## src/rtl/decoder_scan_ctrl_pkg.sv

```systemverilog
// decoder_scan_ctrl_pkg
//   Shared constants and the FSM state type for the decoder channel scanner.
//   NUM_CH : number of decoder channels scanned (3-to-8 decoder downstream)
//   SEL_W  : width of the channel select index
package decoder_scan_ctrl_pkg;

  localparam int NUM_CH = 8;
  localparam int SEL_W  = 3;

  typedef enum logic [1:0] {
    ST_IDLE   = 2'd0,
    ST_ACTIVE = 2'd1,
    ST_BLANK  = 2'd2
  } state_t;

endpackage

```

## src/rtl/decoder_scan_ctrl_if.sv

```systemverilog
// decoder_scan_ctrl_if
//   Control/status bundle between a scan controller and its host.
//   Host -> scanner : start, stop, one_shot, dwell[DWELL_W], ch_mask[NUM_CH]
//   Scanner -> host : sel_x/sel_y/sel_z (decoder select, x = LSB), sel_valid,
//                     frame_done (1-cycle pulse), busy
//   modport master : host side, modport slave : scanner side
interface decoder_scan_ctrl_if #(
  parameter int DWELL_W = 8
);
  import decoder_scan_ctrl_pkg::*;

  logic               start;
  logic               stop;
  logic               one_shot;
  logic [DWELL_W-1:0] dwell;
  logic [NUM_CH-1:0]  ch_mask;
  logic               sel_x;
  logic               sel_y;
  logic               sel_z;
  logic               sel_valid;
  logic               frame_done;
  logic               busy;

  modport master (
    output start, stop, one_shot, dwell, ch_mask,
    input  sel_x, sel_y, sel_z, sel_valid, frame_done, busy
  );

  modport slave (
    input  start, stop, one_shot, dwell, ch_mask,
    output sel_x, sel_y, sel_z, sel_valid, frame_done, busy
  );

endinterface

```

## src/rtl/decoder_scan_ctrl_find_next_ch.sv

```systemverilog
// find_next_ch
//   Combinational search for the next enabled channel.
//   mask       : per-channel enable
//   cur        : current channel index
//   from_start : 1 = lowest enabled index (inclusive search from 0),
//                0 = first enabled index strictly above cur, wrapping
//   nxt        : resulting channel index (cur when nothing is enabled)
//   wrap       : search passed index 7 (includes returning to cur itself)
//   none       : mask has no enabled channel
module find_next_ch
  import decoder_scan_ctrl_pkg::*;
(
  input  logic [NUM_CH-1:0] mask,
  input  logic [SEL_W-1:0]  cur,
  input  logic              from_start,
  output logic [SEL_W-1:0]  nxt,
  output logic              wrap,
  output logic              none
);

  logic [SEL_W:0] base_s;
  logic [SEL_W:0] cand_s;
  logic           found_s;

  // Priority scan over eight candidates; the extra MSB of the candidate
  // index records that the search ran past channel 7.
  always_comb begin
    base_s  = from_start ? 4'd0 : ({1'b0, cur} + 4'd1);
    cand_s  = base_s;
    nxt     = cur;
    wrap    = 1'b0;
    found_s = 1'b0;
    for (int k = 0; k < NUM_CH; k++) begin
      cand_s = base_s + 4'(k);
      if (!found_s && mask[cand_s[SEL_W-1:0]]) begin
        found_s = 1'b1;
        nxt     = cand_s[SEL_W-1:0];
        wrap    = cand_s[SEL_W];
      end else begin
        found_s = found_s;
      end
    end
    none = (mask == 8'h00);
  end

endmodule

```

## src/rtl/decoder_scan_ctrl.sv

```systemverilog
// decoder_scan_ctrl
//   Sequential channel scanner driving the x/y/z selects of a 3-to-8 decoder.
//   Visits enabled channels in ascending order, holds each for dwell+1
//   cycles, then blanks sel_valid for one cycle. Continuous or one-shot
//   frames; frame_done pulses in the blank that wraps past channel 7.
//   clk   : rising-edge clock
//   rst_n : asynchronous active-low reset
//   bus   : slave side of decoder_scan_ctrl_if (controls in, selects out)
module decoder_scan_ctrl
  import decoder_scan_ctrl_pkg::*;
#(
  parameter int DWELL_W = 8
)
(
  input  logic                clk,
  input  logic                rst_n,
  decoder_scan_ctrl_if.slave  bus
);

  state_t             state_r;
  state_t             state_nxt_s;
  logic [DWELL_W-1:0] cnt_r;
  logic [DWELL_W-1:0] dwell_r;
  logic [NUM_CH-1:0]  mask_r;
  logic               one_shot_r;
  logic [SEL_W-1:0]   sel_r;
  logic               sel_valid_r;
  logic               frame_done_r;
  logic               busy_r;

  logic [NUM_CH-1:0]  search_mask_s;
  logic               from_start_s;
  logic [SEL_W-1:0]   nxt_ch_s;
  logic               wrap_s;
  logic               none_s;
  logic               go_s;
  logic               valid_nxt_s;
  logic               done_nxt_s;
  logic               busy_nxt_s;

  // Single shared search: live mask from IDLE, latched mask while running.
  always_comb begin
    from_start_s  = (state_r == ST_IDLE);
    search_mask_s = from_start_s ? bus.ch_mask : mask_r;
    go_s          = from_start_s && bus.start && !bus.stop && !none_s;
  end

  find_next_ch u_find (
    .mask       (search_mask_s),
    .cur        (sel_r),
    .from_start (from_start_s),
    .nxt        (nxt_ch_s),
    .wrap       (wrap_s),
    .none       (none_s)
  );

  // FSM state register.
  always_ff @(posedge clk or negedge rst_n) begin
    if (!rst_n) begin
      state_r <= ST_IDLE;
    end else begin
      state_r <= state_nxt_s;
    end
  end

  // FSM next-state logic; stop overrides everything while running.
  always_comb begin
    state_nxt_s = state_r;
    case (state_r)
      ST_IDLE: begin
        state_nxt_s = go_s ? ST_ACTIVE : ST_IDLE;
      end
      ST_ACTIVE: begin
        if (bus.stop) begin
          state_nxt_s = ST_IDLE;
        end else if (cnt_r == '0) begin
          state_nxt_s = ST_BLANK;
        end else begin
          state_nxt_s = ST_ACTIVE;
        end
      end
      ST_BLANK: begin
        if (bus.stop || (wrap_s && one_shot_r)) begin
          state_nxt_s = ST_IDLE;
        end else begin
          state_nxt_s = ST_ACTIVE;
        end
      end
      default: begin
        state_nxt_s = ST_IDLE;
      end
    endcase
  end

  // FSM output decode, computed one cycle ahead so the outputs are flops.
  // The search result seen in the last ACTIVE cycle equals the one in the
  // following BLANK (same channel, same latched mask), so wrap is valid here.
  always_comb begin
    valid_nxt_s = (state_nxt_s == ST_ACTIVE);
    busy_nxt_s  = (state_nxt_s != ST_IDLE);
    done_nxt_s  = (state_r == ST_ACTIVE) && (state_nxt_s == ST_BLANK) && wrap_s;
  end

  // Datapath: parameter latch on start, channel/counter load and countdown.
  always_ff @(posedge clk or negedge rst_n) begin
    if (!rst_n) begin
      cnt_r      <= '0;
      dwell_r    <= '0;
      mask_r     <= '0;
      one_shot_r <= 1'b0;
      sel_r      <= '0;
    end else begin
      case (state_r)
        ST_IDLE: begin
          if (go_s) begin
            mask_r     <= bus.ch_mask;
            dwell_r    <= bus.dwell;
            one_shot_r <= bus.one_shot;
            sel_r      <= nxt_ch_s;
            cnt_r      <= bus.dwell;
          end
        end
        ST_ACTIVE: begin
          if (cnt_r != '0) begin
            cnt_r <= cnt_r - DWELL_W'(1);
          end
        end
        ST_BLANK: begin
          if (state_nxt_s == ST_ACTIVE) begin
            sel_r <= nxt_ch_s;
            cnt_r <= dwell_r;
          end
        end
        default: begin
          cnt_r <= '0;
        end
      endcase
    end
  end

  // Output status registers.
  always_ff @(posedge clk or negedge rst_n) begin
    if (!rst_n) begin
      sel_valid_r  <= 1'b0;
      frame_done_r <= 1'b0;
      busy_r       <= 1'b0;
    end else begin
      sel_valid_r  <= valid_nxt_s;
      frame_done_r <= done_nxt_s;
      busy_r       <= busy_nxt_s;
    end
  end

  assign bus.sel_x      = sel_r[0];
  assign bus.sel_y      = sel_r[1];
  assign bus.sel_z      = sel_r[2];
  assign bus.sel_valid  = sel_valid_r;
  assign bus.frame_done = frame_done_r;
  assign bus.busy       = busy_r;

endmodule

```

## src/flat_wrapper.sv

```systemverilog
// flat-port wrapper written by rule: the top's interface ports become plain ports
module decoder_scan_ctrl_flat import decoder_scan_ctrl_pkg::*;
#(
  parameter int DWELL_W = 8
)
  (clk, rst_n, bus_start, bus_stop, bus_one_shot, bus_dwell, bus_ch_mask, bus_sel_x, bus_sel_y, bus_sel_z, bus_sel_valid, bus_frame_done, bus_busy);
  decoder_scan_ctrl_if #(.DWELL_W(DWELL_W)) bus_i ();
  input  logic clk;
  input  logic rst_n;
  input wire logic [$bits(bus_i.start)-1:0] bus_start;
  input wire logic [$bits(bus_i.stop)-1:0] bus_stop;
  input wire logic [$bits(bus_i.one_shot)-1:0] bus_one_shot;
  input wire logic [$bits(bus_i.dwell)-1:0] bus_dwell;
  input wire logic [$bits(bus_i.ch_mask)-1:0] bus_ch_mask;
  output wire logic [$bits(bus_i.sel_x)-1:0] bus_sel_x;
  output wire logic [$bits(bus_i.sel_y)-1:0] bus_sel_y;
  output wire logic [$bits(bus_i.sel_z)-1:0] bus_sel_z;
  output wire logic [$bits(bus_i.sel_valid)-1:0] bus_sel_valid;
  output wire logic [$bits(bus_i.frame_done)-1:0] bus_frame_done;
  output wire logic [$bits(bus_i.busy)-1:0] bus_busy;
  assign bus_i.start = bus_start;
  assign bus_i.stop = bus_stop;
  assign bus_i.one_shot = bus_one_shot;
  assign bus_i.dwell = bus_dwell;
  assign bus_i.ch_mask = bus_ch_mask;
  assign bus_sel_x = bus_i.sel_x;
  assign bus_sel_y = bus_i.sel_y;
  assign bus_sel_z = bus_i.sel_z;
  assign bus_sel_valid = bus_i.sel_valid;
  assign bus_frame_done = bus_i.frame_done;
  assign bus_busy = bus_i.busy;
  decoder_scan_ctrl #(.DWELL_W(DWELL_W)) u_core (.clk(clk), .rst_n(rst_n), .bus(bus_i));
endmodule
```

## config.mk

```make
export PLATFORM = sky130hd
export DESIGN_NAME = decoder_scan_ctrl_flat
export DESIGN_NICKNAME = d
export VERILOG_FILES = /design/src/rtl/decoder_scan_ctrl_pkg.sv /design/src/rtl/decoder_scan_ctrl_if.sv /design/src/rtl/decoder_scan_ctrl_find_next_ch.sv /design/src/rtl/decoder_scan_ctrl.sv /design/src/flat_wrapper.sv
export SDC_FILE = /design/constraint.sdc
export NUM_CORES = 1
export LEC_CHECK = 0
export ABC_AREA = 1
export BUFFER_PORTS_ARGS = -buffer_cell sky130_fd_sc_hd__buf_4
export CAP_MARGIN = 10
export CORE_MARGIN = 1
export CORE_UTILIZATION = 60
export DETAILED_ROUTE_END_ITERATION = 8
export GPL_TIMING_DRIVEN = 0
export PLACE_DENSITY = 0.79
export SYNTH_ARGS = -nofsm -noshare
export SYNTH_HDL_FRONTEND = slang
export SYNTH_SLANG_ARGS = --single-unit
```

## constraint.sdc

```tcl
create_clock -name clk -period 7.1 [get_ports clk]
set_clock_uncertainty 0.05 [all_clocks]
set_input_delay 1.775 -clock clk [delete_from_list [all_inputs] [get_ports clk]]
set_output_delay 1.775 -clock clk [all_outputs]
set_load 0.03 [all_outputs]
```

# Word level (Yosys, flattened, before mapping)
# Cells that the tools add are included.
dict set report op_classes {
  add_sub_neg 9
  n_mul 0
  div 0
  n_lt_le_gt_ge 8
  eq_ne 7
  shift 0
  n_mux 53
  bitwise_logic 0
  n_reduce_logical 32
}
# cell n
set ops {}
lappend ops {{< comparator 3 x 4 -> 1 bit, second input constant} 8}
lappend ops {{2-to-1 mux 8 bit} 4}
lappend ops {{2-to-1 mux 3 bit} 10}
lappend ops {{2-to-1 mux 1 bit} 25}
lappend ops {{binary-select mux 1 bit (select 3 bit)} 8}
lappend ops {{case mux 8 bit (3 select lines)} 1}
lappend ops {{adder 4 x 3 -> 4 bit, second input constant} 4}
lappend ops {{zero test 8 bit} 2}
lappend ops {{logical AND 1 bit} 13}
lappend ops {{zero test 1 bit} 9}
lappend ops {{adder 4 x 2 -> 4 bit, second input constant} 2}
lappend ops {{nonzero test 8 bit} 1}
lappend ops {{subtractor 8 x 1 -> 8 bit, second input constant} 1}
lappend ops {{case mux 2 bit (3 select lines)} 1}
lappend ops {{case mux 3 bit (2 select lines)} 1}
lappend ops {{AND reduction 3 bit} 2}
lappend ops {{adder 3 x 1 -> 4 bit, second input constant} 1}
lappend ops {{adder 4 x 1 -> 4 bit, second input constant} 1}
lappend ops {{== test 2 x 1 -> 1 bit, second input constant} 2}
lappend ops {{== test 2 bit, second input constant} 2}
lappend ops {{2-to-1 mux 2 bit} 2}
lappend ops {{2-to-1 mux 4 bit} 1}
lappend ops {{inequality test 2 x 1 -> 1 bit, second input constant} 2}
lappend ops {{nonzero test 2 bit} 2}
lappend ops {{4 further kinds} 4}
dict set report word_totals {
  register_bits 33
  latch_bits 0
  ram_bits 0
  mem_bits_ro 0
  input_bits 21
  output_inout_bits 6
  wordCells 118
  n_memories 0
}

# Logic depth before layout (Yosys ltp)
# Gate-level depths: netlist (run 1).
dict set report logic_depth {
  ltp_word 33
  mapped_depth 23
  depth_no_buf 23
}

# Cells and area by module
# From an unflattened synthesis (run 1), not the netlist that was laid out.
dict set report hier_totals {
  cells_unflattened 438
  area_unflattened_um2 2955.3
}
# module instances cells_per_inst area_each_um2 seq_area_each_um2
set modules_own_cells {}
lappend modules_own_cells {decoder_scan_ctrl 1 205 1730.4 825.8}
lappend modules_own_cells {find_next_ch 1 233 1224.9 0.0}

# Least setup slack after synthesis (run 1)
# No wires, ideal clock.
dict set report synth_path {
  kind {input to register}
  startpoint {input bus_ch_mask[0]}
  endpoint {register u_core.cnt_r[4]}
  setup_ps 66
  arrival_ps 3300
  required_ps 6984
  slack_ps 3684
  cell_stages 17
  path_buffers 0
  cell_sequence {nand2_1 -> nand3_1 -> nand3_1 -> nand3_1 -> nand2_2 -> nand2_4 -> nor2_4 -> nand4_2 -> clkinv_2 -> nand3_4 -> nand2_4 -> inv_2 -> a21oi_4 -> nand3_4 -> nand2_4 -> nand2_1 -> nand2_1}
}
dict set report synth_between {
  elab_chain_cells 32
  word_cells_on_any_way 58
  classes_between {3 x eq/ne; 35 x mux; 20 x reduce/logical}
}
# element line
set synth_rtl {}
lappend synth_rtl {{start, declared} flat_wrapper.sv:14} ;# input wire logic [$bits(bus_i.ch_mask)-1:0] bus_ch_mask;
lappend synth_rtl {{2-to-1 mux 8 bit *} decoder_scan_ctrl.sv:44} ;# search_mask_s = from_start_s ? bus.ch_mask : mask_r;
lappend synth_rtl {{binary-select mux 1 bit (select 3 bit)} decoder_scan_ctrl_find_next_ch.sv:35} ;# if (!found_s && mask[cand_s[SEL_W-1:0]]) begin
lappend synth_rtl {{2-to-1 mux 1 bit (not written as such)} decoder_scan_ctrl_find_next_ch.sv:35}
lappend synth_rtl {{2-to-1 mux 1 bit} decoder_scan_ctrl_find_next_ch.sv:35}
lappend synth_rtl {{zero test 1 bit} decoder_scan_ctrl_find_next_ch.sv:35}
lappend synth_rtl {{logical AND 1 bit} decoder_scan_ctrl_find_next_ch.sv:35}
lappend synth_rtl {{2-to-1 mux 1 bit} decoder_scan_ctrl_find_next_ch.sv:35}
lappend synth_rtl {{zero test 1 bit} decoder_scan_ctrl_find_next_ch.sv:35}
lappend synth_rtl {{[... 16 more ...]} -}
lappend synth_rtl {{2-to-1 mux 1 bit} decoder_scan_ctrl_find_next_ch.sv:35}
lappend synth_rtl {{logical AND 1 bit} decoder_scan_ctrl.sv:83} ;# if (bus.stop || (wrap_s && one_shot_r)) begin
lappend synth_rtl {{logical OR 1 bit} decoder_scan_ctrl.sv:83}
lappend synth_rtl {{2-to-1 mux 1 bit} decoder_scan_ctrl.sv:83}
lappend synth_rtl {{case mux 2 bit (3 select lines)} decoder_scan_ctrl.sv:69} ;# case (state_r)
lappend synth_rtl {{== test 2 x 1 -> 1 bit} decoder_scan_ctrl.sv:129} ;# if (state_nxt_s == ST_ACTIVE) begin
lappend synth_rtl {{inequality test 2 x 1 -> 1 bit (no source line)} -}
lappend synth_rtl {{AND reduction 3 bit (no source line) *} -}
lappend synth_rtl {{end signal, assigned} decoder_scan_ctrl.sv:120} ;# cnt_r <= bus.dwell;
lappend synth_rtl {{end signal, assigned} decoder_scan_ctrl.sv:125} ;# cnt_r <= cnt_r - DWELL_W'(1);
lappend synth_rtl {{end signal, assigned} decoder_scan_ctrl.sv:131} ;# cnt_r <= dwell_r;
lappend synth_rtl {{end, declared} decoder_scan_ctrl.sv:22} ;# logic [DWELL_W-1:0] cnt_r;
# Every way passes the cells marked *; elsewhere a longest branch is shown, timed or not. The select of a mux whose other input is x is not followed.
# A chain may end at the register's enable or synchronous reset.

# Worst setup path in the final report (run 1)
dict set report layout_path {
  startpoint {input bus_ch_mask[4]}
  endpoint {register u_core.cnt_r[4]}
}
# The elaborated chain is that of the path after synthesis.

==> results of run 1 <==
## through the flow
| step | std cells | worst slack (ns) |
|---|---|---|
| detailed placement | 497 | 3.20 |
| global route | 505 | 3.29 |
| global placement | 497 | 3.25 |
| CTS | 505 | 3.50 |
| finish | 505 | 3.45 |
| floorplan | 419 | 3.68 |
## cell usage in the layout, fill, tap and decap left out, drive strengths merged
| cell | netlist | routed |
|---|---|---|
| or2 | 2 | 2 |
| buf | 5 | 31 |
| dfrtp | 33 | 33 |
| o211ai | 9 | 9 |
| nor3 | 3 | 3 |
| nand2 | 158 | 158 |
| ha | 8 | 8 |
| xnor2 | 1 | 1 |
| a31oi | 1 | 1 |
| nand4 | 5 | 5 |
| o221ai | 3 | 3 |
| nand3 | 70 | 70 |
| clkinv | 2 | 4 |
| a21oi | 6 | 6 |
| inv | 48 | 48 |
| o21ai | 32 | 32 |
| clkbuf | 4 | 10 |
| a21boi | 1 | 1 |
| xor2 | 4 | 4 |
| nand3b | 1 | 1 |
| nor2 | 23 | 23 |
## critical path, delay by kind of cell
family / cells / cell delay, ns
and+or+nand+nor: 12 / 1.34
AOI/OAI and AO/OA: 3 / 0.58
buffers and inverters: 1 / 0.11
## kinds of logic after synthesis
group | after synthesis | synth area share
buffers and inverters | 59 | 0.0924
DFF | 33 | 0.292
adders and majority gates | 8 | 0.0354
AOI/OAI and AO/OA | 52 | 0.114
xor gates and xnor gates | 5 | 0.0181
and+or+nand+nor | 262 | 0.449
## flip-flops by register name, summed over array words and instances (netlist names)
| register | count |
|---|---|
| u_core.cnt_r | 8 |
| u_core.dwell_r | 8 |
| u_core.mask_r | 8 |
| u_core.sel_r | 3 |
| u_core.state_r | 2 |
| u_core.bus.busy | 1 |
| u_core.bus.frame_done | 1 |
| u_core.bus.sel_valid | 1 |
| u_core.one_shot_r | 1 |
## cell usage after synthesis, types with 2 or more instances
cell,instances,share of area
sky130_fd_sc_hd__nand3_1,64,0.11
sky130_fd_sc_hd__nand3_4,4,0.025
sky130_fd_sc_hd__nand4_1,3,0.0066
sky130_fd_sc_hd__o211ai_1,8,0.021
sky130_fd_sc_hd__o221ai_1,3,0.0093
sky130_fd_sc_hd__a21oi_1,3,0.0053
sky130_fd_sc_hd__nand3_2,2,0.0071
sky130_fd_sc_hd__dfrtp_1,33,0.29
sky130_fd_sc_hd__a21oi_2,2,0.0062
sky130_fd_sc_hd__inv_1,43,0.057
sky130_fd_sc_hd__nor2_1,18,0.024
sky130_fd_sc_hd__inv_2,5,0.0066
sky130_fd_sc_hd__nor3_1,3,0.0053
sky130_fd_sc_hd__nand4_2,2,0.0088
sky130_fd_sc_hd__xor2_1,3,0.0093
sky130_fd_sc_hd__ha_1,8,0.035
sky130_fd_sc_hd__nor2_2,4,0.0088
sky130_fd_sc_hd__buf_6,4,0.016
sky130_fd_sc_hd__nand2_1,144,0.19
sky130_fd_sc_hd__clkbuf_1,4,0.0053
sky130_fd_sc_hd__nand2_2,6,0.013
sky130_fd_sc_hd__nand2_4,7,0.028
sky130_fd_sc_hd__or2_2,2,0.0044
sky130_fd_sc_hd__o21ai_0,32,0.057
## worst paths after layout
kind	startpoint	to	slack, ns	depth (start not counted)
max	bus_ch_mask[4]	u_core.cnt_r[4]	3.45	16
min	u_core.dwell_r[0]	u_core.dwell_r[0]	0.44	2
max reg2reg	u_core.sel_r[0]	u_core.cnt_r[4]	3.63	20
min reg2reg	u_core.dwell_r[0]	u_core.dwell_r[0]	0.44	2
max in group asynchronous	rst_n	u_core.mask_r[4]	5.34	1
min in group asynchronous	rst_n	u_core.cnt_r[2]	1.37	1
## area by class of cell
| type | count | area [um2] | area share |
|---|---|---|---|
| well taps | 52 | 65.1 | 0.0205 |
| inverters | 50 | 194 | 0.0611 |
| multi-input cells | 327 | 1740 | 0.549 |
| clock inverters | 2 | 10.0 | 0.00315 |
| clock buffers | 6 | 72.6 | 0.0229 |
| plain buffers | 9 | 67.6 | 0.0213 |
| repair buffers | 26 | 195 | 0.0615 |
| flip-flops and latches | 33 | 826 | 0.260 |
## power breakdown
group / internal, uW / switching (uW)
Combinational: 299 / 567
Sequential: 260 / 63.6
Clock: 67.8 / 66.3
Total: 627 / 697
## layer usage
metal / vias to the layer above / part of all wire / routed length [um]
met5: - / 0 / 0
met4: 0 / 0.0079 / 54
met3: 10 / 0.067 / 461
met2: 99 / 0.42 / 2850
met1: 1261 / 0.51 / 3480
li1: 1427 / - / -
==> summary.log, run 1 <==
INFO  outcome        run_status=complete, but fails checks
INFO  outcome        violations=design-rule violations
INFO  global_routing global_route.usage.total=0.298
INFO  critical_path  kind_of_capture_point_of_the_worst_setup_path=flip-flop
INFO  clock_tree     ctsHtreeMaxLevel=2
INFO  synth          synthesis.area=0.00283mm2
INFO  sta            worstMarginPinSlew=0.416ns
INFO  cells_and_area final_util=0.714
INFO  critical_path  worstPathCellList=buf_4 > nand2_1 > nand3_1 > nand3_1 > a21oi_1 > a21oi_2 > o211ai_2 > nor2_2 > nor2_1 > nand2_1 > nand3_1 > nand2_2 > nand3_4 > nand2_4 > nand2_1 > nand2_1
INFO  global_routing grt.busiest_layer=met2
INFO  global_routing grt_pass1_wl=11900um
INFO  placed_design  placer_congestion_estimate=1.01
INFO  critical_path  critical_path_arrival=3.83ns
INFO  synth          postSynth.asyncResetShare=1.00
INFO  placed_design  dp.final_hpwl=5450um
INFO  cells_and_area final_area=0.00317mm2
INFO  synth          number_of_flip_flops_and_latches_in_the_synthesized_netlist=33
INFO  placed_design  port_buffers=26
INFO  sta            max_clock_freq=274MHz
INFO  clock_tree     tritoncts_clock_tree=built
INFO  sta            hold_viol=0
INFO  clock_tree     cts_inserted_buffers=5
INFO  sta            grt_setup_unrepaired=false
INFO  synth          synth_cell_type_count=36
INFO  sta            fin_crit=3.65ns
INFO  die            design.die.area=0.00500mm2
INFO  synth          synthCells=419
INFO  route          postRouteWirelength=6840um
INFO  critical_path  path_class=in2reg
INFO  sta            hold_slack=0.442ns
INFO  sta            timing.final.setup_violations=0
INFO  sta            timing.setup.tns=0ns
INFO  die            placement_rows=24
INFO  route          drt-wirelength-per-cell=13.5um
INFO  global_routing global_route.usage.met3=0.0655
INFO  route          drt_drc_violations_left=4
INFO  global_routing grt_max_degree=34
INFO  die            die_height=70.7um
INFO  cells_and_area post_route_cells_drive_above_1_share=0.174
INFO  sta            final.period_utilization=0.515
INFO  critical_path  critical_path.slowest_cell=sky130_fd_sc_hd__a21oi_2
INFO  die            dieWidth=70.7um
INFO  clock_tree     clock_sinks=33
INFO  route          vias=2797
INFO  die            pin_count=27
INFO  clock_tree     cts_hold_buffers=0
INFO  cells_and_area final_stage_net_count=481
INFO  synth          synthesis.yosys.warnings=0
INFO  synth          synth_flop_cell=sky130_fd_sc_hd__dfrtp_1
INFO  placed_design  dpl-instance-area=0.00309mm2
INFO  critical_path  timing.critical_path.required=7.27ns
INFO  synth          yosysSeqAreaShare=0.292
INFO  critical_path  critical-path-max-stage-delay=0.26ns
INFO  sta            timing.final.max_slew_violations=0
INFO  synth          synth_enable_flop_cells=0
INFO  sta            slew_headroom=0.723
INFO  critical_path  crit_top_cell=sky130_fd_sc_hd__nand2_1
INFO  power_and_ir_drop leakage=0.00162uW
INFO  die            start_util=0.637
INFO  critical_path  critical_path.startpoint_type=input port
INFO  clock_tree     cts.clk_slew.worst_paths=0.07ns
INFO  synth          synth.net_count=448
INFO  route          drt_first_iter_violations=288
INFO  route          drtPass1Iterations=7
INFO  critical_path  critPathMaxFanout=9
INFO  flow_run       max_cap_violations=0
INFO  global_routing grt_remaining_overflow=0
INFO  power_and_ir_drop total_power=1320uW
INFO  die            design.core.area=0.00444mm2
INFO  global_routing first_global_vias=2543
INFO  worst_hold_path min-delay-path-class=reg2reg
INFO  clock_tree     cts-root-buf=sky130_fd_sc_hd__clkbuf_8
INFO  cells_and_area synthToLayoutAreaGrowth=12.1%
INFO  global_routing gr-usage-met1=0.447
INFO  synth          synthesis.area_per_instance=6.75um2
INFO  clock_tree     cts_buffer_depth=2
INFO  clock_tree     post_cts_resize_count=0
INFO  clock_tree     post_cts_setup_inserts=0
INFO  route          final_antenna_net_count=0
INFO  power_and_ir_drop power_density_over_the_cells=417mW/mm2
INFO  clock_tree     clkLatencyLatePin=0.28ns
INFO  cells_and_area n_fill_cell=400
INFO  route          avgViaCountPerCell=5.54
INFO  global_routing antenna_violations_before_repair=0
INFO  power_and_ir_drop vdd_drop_max=192uV
INFO  global_routing met2_usage_grt=0.449
INFO  cells_and_area n_antenna_cell=0
No activity file was read; power rests on OpenSTA's default activity.
==> inputs of run 2 (changes only) <==
- ABC_AREA: 1 -> 0
- PLACE_DENSITY: 0.79 -> 0.78
- clock period: 7.1 -> 3.5 ns (I/O delays scaled with it)
==> summary.log, run 2 <==
INFO  critical_path  ff2ff_path_depth=14
INFO  route          drt-wirelength-per-cell=18.9um
INFO  synth          synth.net_count=362
INFO  route          wirelength_met1=3680um
INFO  sta            timing.final.max_slew_violations=0
INFO  critical_path  critical_path.startpoint_type=flip-flop
INFO  route          drtPass1Iterations=5
INFO  clock_tree     cts.clk_slew.worst_paths=0.07ns
INFO  synth          yosysTopAreaCellShare=0.281
INFO  cells_and_area post_route_cells_drive_above_1_share=0.375
INFO  power_and_ir_drop portion_of_total_power_attributed_to_sequential_cells=0.219
INFO  global_routing grt_remaining_overflow=0
INFO  placed_design  placer_congestion_estimate=1.01
INFO  global_routing grt_max_degree=34
INFO  route          final_antenna_net_count=0
INFO  critical_path  path_class=reg2reg
INFO  worst_hold_path holdPathStages=1
INFO  critical_path  timing.critical_path.required=3.60ns
INFO  synth          synthesis.area=0.00294mm2
INFO  global_routing antenna_violations_before_repair=0
INFO  clock_tree     tritoncts_clock_tree=built
INFO  clock_tree     cts-root-buf=sky130_fd_sc_hd__clkbuf_8
INFO  synth          synth_flop_cell=sky130_fd_sc_hd__dfrtp_1
INFO  die            pin_count=27
INFO  power_and_ir_drop power.internal=1560uW
INFO  clock_tree     cts_inserted_buffers=5
INFO  cells_and_area synthToLayoutAreaGrowth=28.6%
INFO  die            start_util=0.621
INFO  placed_design  dp.final_hpwl=5590um
INFO  route          postRouteWirelength=8660um
INFO  die            design.die.area=0.00518mm2
INFO  synth          synth_cell_type_count=62
INFO  route          wl_met2=4050um
INFO  route          routed.top_layer=met4
INFO  synth          synth_top_area_cell=sky130_fd_sc_hd__dfrtp_1
INFO  power_and_ir_drop vdd_drop_max=533uV
INFO  cells_and_area registers_with_the_highest_flip_flop_counts=u_core.cnt_r (8), u_core.dwell_r (8), u_core.mask_r (8)
INFO  sta            grt_setup_unrepaired=true
INFO  die            dieWidth=71.9um
INFO  synth          synth.area.top_cells=sky130_fd_sc_hd__dfrtp_1, sky130_fd_sc_hd__mux2_2, sky130_fd_sc_hd__mux2i_1
INFO  die            design.core.area=0.00472mm2
INFO  power_and_ir_drop power.combinational.fraction=0.645
INFO  power_and_ir_drop net-switching-power=1220uW
INFO  clock_tree     cts_buffer_depth=2
INFO  sta            fin_crit=3.53ns
INFO  die            placement_rows=25
INFO  cells_and_area final_common_cell=sky130_fd_sc_hd__buf_4
INFO  critical_path  setup.reg_to_reg.worst_slack=-0.03ns
INFO  critical_path  critPathMaxFanout=5
INFO  sta            max_clock_freq=283MHz
INFO  cells_and_area n_fill_cell=300
INFO  global_routing first_global_vias=2759
INFO  sta            worstMarginPinSlew=0.707ns
INFO  power_and_ir_drop switching_share=0.439
INFO  cells_and_area final_stage_net_count=420
INFO  sta            finalWorstSetupSlack=-0.0324ns
INFO  route          drt_drc_violations_left=0
INFO  sta            timing.final.setup_violations=2
INFO  sta            slew_headroom=0.524
INFO  route          avgViaCountPerCell=6.56
INFO  route          vias=3012
INFO  outcome        run_status=complete, but fails checks
INFO  critical_path  kind_of_capture_point_of_the_worst_setup_path=flip-flop
INFO  synth          synth_enable_flop_cells=0
INFO  die            die_height=71.9um
INFO  power_and_ir_drop leakage=0.00159uW
INFO  route          drt_first_iter_violations=243
INFO  synth          synthCells=333
INFO  synth          synth_commonest_cells=sky130_fd_sc_hd__dfrtp_1, sky130_fd_sc_hd__nand2_1, sky130_fd_sc_hd__mux2_2, sky130_fd_sc_hd__nor2_1, sky130_fd_sc_hd__mux2i_1
INFO  placed_design  port_buffers=26
INFO  power_and_ir_drop clock_power_share=0.136
INFO  route          routed-wl-met3=726um
INFO  flow_run       max_cap_violations=0
INFO  cells_and_area layout_common_cells=sky130_fd_sc_hd__buf_4, sky130_fd_sc_hd__nand2_1, sky130_fd_sc_hd__dfrtp_1, sky130_fd_sc_hd__mux2_2, sky130_fd_sc_hd__nor2_1
INFO  power_and_ir_drop power_density_over_the_cells=735mW/mm2
INFO  clock_tree     ctsHtreeMaxLevel=2
INFO  clock_tree     clock_sinks=33
INFO  synth          synthesis.yosys.warnings=0
INFO  sta            timing.setup.tns=-0.0462ns
INFO  global_routing grt_pass1_wl=13400um
INFO  sta            final.period_utilization=1.01
INFO  outcome        violations=negative setup slack
INFO  synth          number_of_flip_flops_and_latches_in_the_synthesized_netlist=33
INFO  global_routing global_route.usage.total=0.340
INFO  synth          postSynth.asyncResetShare=1.00
INFO  cells_and_area n_antenna_cell=0
INFO  power_and_ir_drop total_power=2780uW
INFO  worst_hold_path min-delay-path-class=reg2reg
INFO  sta            hold_viol=0
INFO  synth          synthesis.area_per_instance=8.81um2
INFO  clock_tree     clkLatencyLatePin=0.29ns
INFO  critical_path  critical_path_arrival=3.63ns
INFO  synth          yosysSeqAreaShare=0.281
[run 2: changes by cell type after synthesis, moves of 7 or more]
cell                       change
sky130_fd_sc_hd__nor2_1        +8
sky130_fd_sc_hd__o21ai_0      -18
sky130_fd_sc_hd__nand3_1      -56
sky130_fd_sc_hd__a21oi_1      +16
sky130_fd_sc_hd__clkbuf_1      +7
sky130_fd_sc_hd__nor3_1        +7
sky130_fd_sc_hd__inv_1        -30
sky130_fd_sc_hd__nand2_1     -111
sky130_fd_sc_hd__mux2_2       +30
sky130_fd_sc_hd__nand2_4       -7
sky130_fd_sc_hd__mux2i_1      +21
[run 2: cell families after synthesis]
group                    synth area share
XOR/XNOR                           0.0149
AND/OR/NAND/NOR                     0.184
AO/OA/AOI/OAI                       0.234
flip-flops                          0.281
multiplexers                        0.210
adder cells (fa/ha/maj)            0.0341
buffers and inverters              0.0426
[run 2: per-layer routing]
layer,vias up,GRT usage
met4,0,0.148
met2,174,0.526
met5,-,0
li1,1366,-
met1,1446,0.470
met3,26,0.0639
[run 2: through the flow]
stage	setup WS [ns]	hold WS, ns	cell area, um2	util	std cells
2_1_floorplan	-0.163	0.397	3010	-	333
3_3_place_gp	-0.460	0.417	3290	0.696	426
3_5_place_dp	-0.464	0.446	3290	0.696	426
4_1_cts	-0.0227	0.463	3630	0.768	448
5_1_grt	-0.161	0.475	3780	0.799	459
6_report	-0.0324	0.460	3780	0.799	459
[run 2: timing repair]
action | in CTS | in global routing
pin swaps | 13 | 11
hold buffers | 0 | 0
setup buffers | 18 | 13
setup endpoints to repair | 14 | 14
gates resized for setup | 25 | 15
[run 2: layout make-up]
| class | count | area [um2] | area share |
|---|---|---|---|
| Inverter | 13 | 56.3 | 0.0149 |
| Multi-Input combinational cell | 270 | 2190 | 0.579 |
| Sequential cell | 33 | 830 | 0.220 |
| Clock buffer | 7 | 86.3 | 0.0229 |
| Timing Repair Buffer | 57 | 435 | 0.115 |
| Clock inverter | 1 | 30.0 | 0.00795 |
| Tap cell | 67 | 83.8 | 0.0222 |
| Buffer | 11 | 67.6 | 0.0179 |
[run 2: path summary, 6_finish.rpt]
path                                        start                   end
worst max-delay path            u_core.state_r[1]       u_core.cnt_r[6]
worst min-delay path            u_core.dwell_r[0]     u_core.dwell_r[0]
worst max register to register  u_core.state_r[1]       u_core.cnt_r[6]
worst min register to register  u_core.dwell_r[0]     u_core.dwell_r[0]
max in group asynchronous                   rst_n       u_core.sel_r[0]
min in group asynchronous                   rst_n  u_core.bus.sel_valid
[run 2: power groups by stage]
stage,clock network [uW],logic [uW],registers [uW]
3_3_place_gp,0,1380,589
6_report,376,1790,609
2_1_floorplan,0,1090,599
5_1_grt,401,1910,621
4_1_cts,386,1590,599
3_5_place_dp,0,1400,596
[run 2: critical path, cell delays in order (launching register included)]
cell	delay, ns
sky130_fd_sc_hd__dfrtp_1	0.39
sky130_fd_sc_hd__buf_6	0.14
sky130_fd_sc_hd__buf_6	0.12
sky130_fd_sc_hd__o21bai_4	0.18
sky130_fd_sc_hd__inv_2	0.07
sky130_fd_sc_hd__ha_4	0.16
sky130_fd_sc_hd__or3_4	0.33
sky130_fd_sc_hd__and2_4	0.18
sky130_fd_sc_hd__mux4_2	0.51
sky130_fd_sc_hd__a22oi_2	0.31
sky130_fd_sc_hd__a21oi_4	0.11
sky130_fd_sc_hd__a221oi_4	0.35
sky130_fd_sc_hd__buf_6	0.17
sky130_fd_sc_hd__mux2i_1	0.23
sky130_fd_sc_hd__a221oi_2	0.09
==> inputs of run 3 (changes only) <==
- CORE_ASPECT_RATIO: default -> 1.4
==> summary.log, run 3 (same netlist as run 2, synthesis figures left out) <==
INFO  outcome        run_status=complete, but fails checks
INFO  outcome        violations=negative setup slack
INFO  sta            hold_viol=0
INFO  sta            fin_crit=3.68ns
INFO  route          vias=3210
INFO  critical_path  critical_path.startpoint_type=flip-flop
INFO  placed_design  detailedPlace.worstSlack=-0.605ns
INFO  sta            hold_slack=0.447ns
INFO  global_routing grt_pass1_wl=15300um
INFO  sta            slew_headroom=0.494
INFO  route          drt_first_iter_violations=568
INFO  global_routing grt_max_degree=34
INFO  cells_and_area register_area=830um2
INFO  cells_and_area synthToLayoutAreaGrowth=29.3%
INFO  critical_path  crit_top_cell=sky130_fd_sc_hd__mux2i_1
INFO  critical_path  critical_path_arrival=3.81ns
INFO  power_and_ir_drop net-switching-power=1360uW
INFO  die            pin_count=27
INFO  clock_tree     cts.clk_slew.worst_paths=0.07ns
INFO  clock_tree     clock_sinks=33
INFO  critical_path  cp_num_buf_inv=3
INFO  critical_path  worstPathCellList=buf_6 > buf_8 > mux2i_1 > o21ai_0 > a21oi_1 > nor2_1 > a21o_1 > o32ai_4 > a221oi_4 > a31oi_2 > buf_4 > mux2i_1
INFO  cells_and_area final_util=0.824
INFO  critical_path  timing.critical_path.required=3.63ns
INFO  clock_tree     cts_hold_buffers=0
INFO  cells_and_area final_stage_net_count=417
INFO  die            placement_rows=29
INFO  critical_path  kind_of_capture_point_of_the_worst_setup_path=flip-flop
INFO  cells_and_area n_fill_cell=290
INFO  power_and_ir_drop portion_of_total_power_attributed_to_sequential_cells=0.214
INFO  critical_path  critPathMaxFanout=10
INFO  global_routing first_global_vias=3054
INFO  route          final_antenna_net_count=0
INFO  worst_hold_path min-delay-path-class=reg2reg
INFO  critical_path  cp.depth=12
INFO  power_and_ir_drop leakage=0.00158uW
INFO  sta            grt_setup_unrepaired=true
INFO  route          drt-wirelength-per-cell=23.0um
INFO  power_and_ir_drop power.combinational.fraction=0.685
INFO  die            dieWidth=61.1um
INFO  cells_and_area registers_with_the_highest_flip_flop_counts=u_core.cnt_r (8), u_core.dwell_r (8), u_core.mask_r (8)
INFO  sta            worstMarginPinSlew=0.751ns
INFO  sta            max_clock_freq=272MHz
INFO  sta            finalWorstSetupSlack=-0.178ns
INFO  clock_tree     ctsHtreeMaxLevel=2
INFO  critical_path  critical-path-max-stage-delay=0.47ns
INFO  cells_and_area n_antenna_cell=0
INFO  clock_tree     cts_buffer_depth=2
INFO  global_routing antenna_violations_before_repair=0
INFO  placed_design  port_buffers=26
INFO  critical_path  ff2ff_path_depth=12
INFO  critical_path  setup.reg_to_reg.worst_slack=-0.18ns
INFO  route          drt_drc_violations_left=0
INFO  cells_and_area layout_common_cells=sky130_fd_sc_hd__buf_4, sky130_fd_sc_hd__nand2_1, sky130_fd_sc_hd__dfrtp_1, sky130_fd_sc_hd__mux2_2, sky130_fd_sc_hd__nor2_1
INFO  cells_and_area final_common_cell=sky130_fd_sc_hd__buf_4
INFO  critical_path  crit_path_start=u_core.sel_r[0]
INFO  die            start_util=0.637
INFO  power_and_ir_drop power_density_over_the_cells=759mW/mm2
INFO  sta            timing.final.setup_violations=9
INFO  route          avgViaCountPerCell=7.13
INFO  critical_path  family_with_the_most_delay_on_the_worst_path=compound AO/OA/AOI/OAI gates
INFO  global_routing global_route.usage.total=0.409
INFO  global_routing grt_remaining_overflow=0
INFO  clock_tree     tritoncts_clock_tree=built
INFO  die            die_height=84.8um
INFO  critical_path  worstSetupEndpoint=u_core.sel_r[1]
INFO  clock_tree     cts_inserted_buffers=5
INFO  placed_design  dp.final_hpwl=6310um
INFO  power_and_ir_drop clock_power_share=0.101
INFO  route          postRouteWirelength=10300um
INFO  sta            final.period_utilization=1.05
INFO  critical_path  crit-reg2reg-launch=u_core.sel_r[0]
INFO  clock_tree     clkLatencyLatePin=0.28ns
INFO  sta            timing.final.max_slew_violations=0
INFO  cells_and_area post_route_cells_drive_above_1_share=0.381
INFO  flow_run       max_cap_violations=0
INFO  power_and_ir_drop power.internal=1520uW
INFO  cells_and_area multi_input_comb_area=0.00226mm2
INFO  placed_design  placer_congestion_estimate=0.893
INFO  die            design.die.area=0.00518mm2
INFO  clock_tree     cts-root-buf=sky130_fd_sc_hd__clkbuf_8
INFO  power_and_ir_drop total_power=2880uW
INFO  power_and_ir_drop vdd_drop_max=387uV
INFO  critical_path  path_class=reg2reg
INFO  power_and_ir_drop switching_share=0.474
INFO  route          drtPass1Iterations=6
INFO  critical_path  critical_path.slowest_cell=sky130_fd_sc_hd__a21oi_1
INFO  die            design.core.area=0.00461mm2
INFO  critical_path  timing.rr.end=u_core.sel_r[1]
## run 3: cell types whose count changed in the layout (fill, tap and decap cells not counted), moves of 2 or more
cell and change:
sky130_fd_sc_hd__nor2_2 -2, sky130_fd_sc_hd__mux2_4 +4, sky130_fd_sc_hd__a21oi_4 +2, sky130_fd_sc_hd__nor2_4 +2, sky130_fd_sc_hd__mux2_2 -4, sky130_fd_sc_hd__ha_2 +2
sky130_fd_sc_hd__o21ai_1 +2, sky130_fd_sc_hd__buf_4 -2, sky130_fd_sc_hd__buf_6 -2, sky130_fd_sc_hd__o21ai_0 -2, sky130_fd_sc_hd__a21oi_2 -2
## run 3: layout make-up
class	count	area share
inverters	13	0.0155
clock buffers	7	0.0227
plain buffers	11	0.0188
repair buffers	54	0.108
multi-input cells	270	0.596
well taps	62	0.0204
flip-flops and latches	33	0.219
## run 3: worst min-delay path by stage
stage	startpoint	to	slack (ns)	cells past startpoint
2_1_floorplan	u_core.dwell_r[3]	u_core.dwell_r[3]	0.40	2
3_3_place_gp	u_core.dwell_r[3]	u_core.dwell_r[3]	0.42	2
3_5_place_dp	u_core.dwell_r[3]	u_core.dwell_r[3]	0.43	2
4_1_cts	u_core.dwell_r[3]	u_core.dwell_r[3]	0.45	2
5_1_grt	u_core.dwell_r[7]	u_core.dwell_r[7]	0.47	1
6_report	u_core.dwell_r[3]	u_core.dwell_r[3]	0.45	2
## run 3: timing repair
action | in CTS | in global routing
setup buffers | 19 | 9
resized for setup | 29 | 32
pin swaps | 14 | 14
setup endpoints to repair | 15 | 14
## run 3: per-stage QoR
stage / setup TNS [ns] / cell area [um2] / instances
3_3_place_gp: -5.88 / 3280 / 421
3_5_place_dp: -6.31 / 3280 / 421
4_1_cts: -0.0756 / 3590 / 442
2_1_floorplan: -0.833 / 3010 / 333
6_report: -0.742 / 3790 / 450
5_1_grt: -4.89 / 3790 / 450
## run 3: tightest hold or removal path, stage by stage, from the launching register on
cell and delay (ns):
sky130_fd_sc_hd__dfrtp_1 0.36, sky130_fd_sc_hd__nand2_1 0.05, sky130_fd_sc_hd__nand2_1 0.06
## run 3: metal layers
| layer | up-vias | routed length (um) | track usage |
|---|---|---|---|
| li1 | 1361 | - | - |
| met1 | 1542 | 3380 | 0.408 |
| met2 | 218 | 5350 | 0.678 |
| met3 | 89 | 802 | 0.143 |
| met4 | 0 | 804 | 0.283 |
| met5 | - | 0 | 0 |
## run 3: power groups by stage
stage	clock (uW)	sequential, uW	combinational [uW]
6_report	291	617	1970
5_1_grt	307	625	2160
4_1_cts	291	601	1640
3_5_place_dp	0	598	1430
3_3_place_gp	0	591	1400
2_1_floorplan	0	599	1090
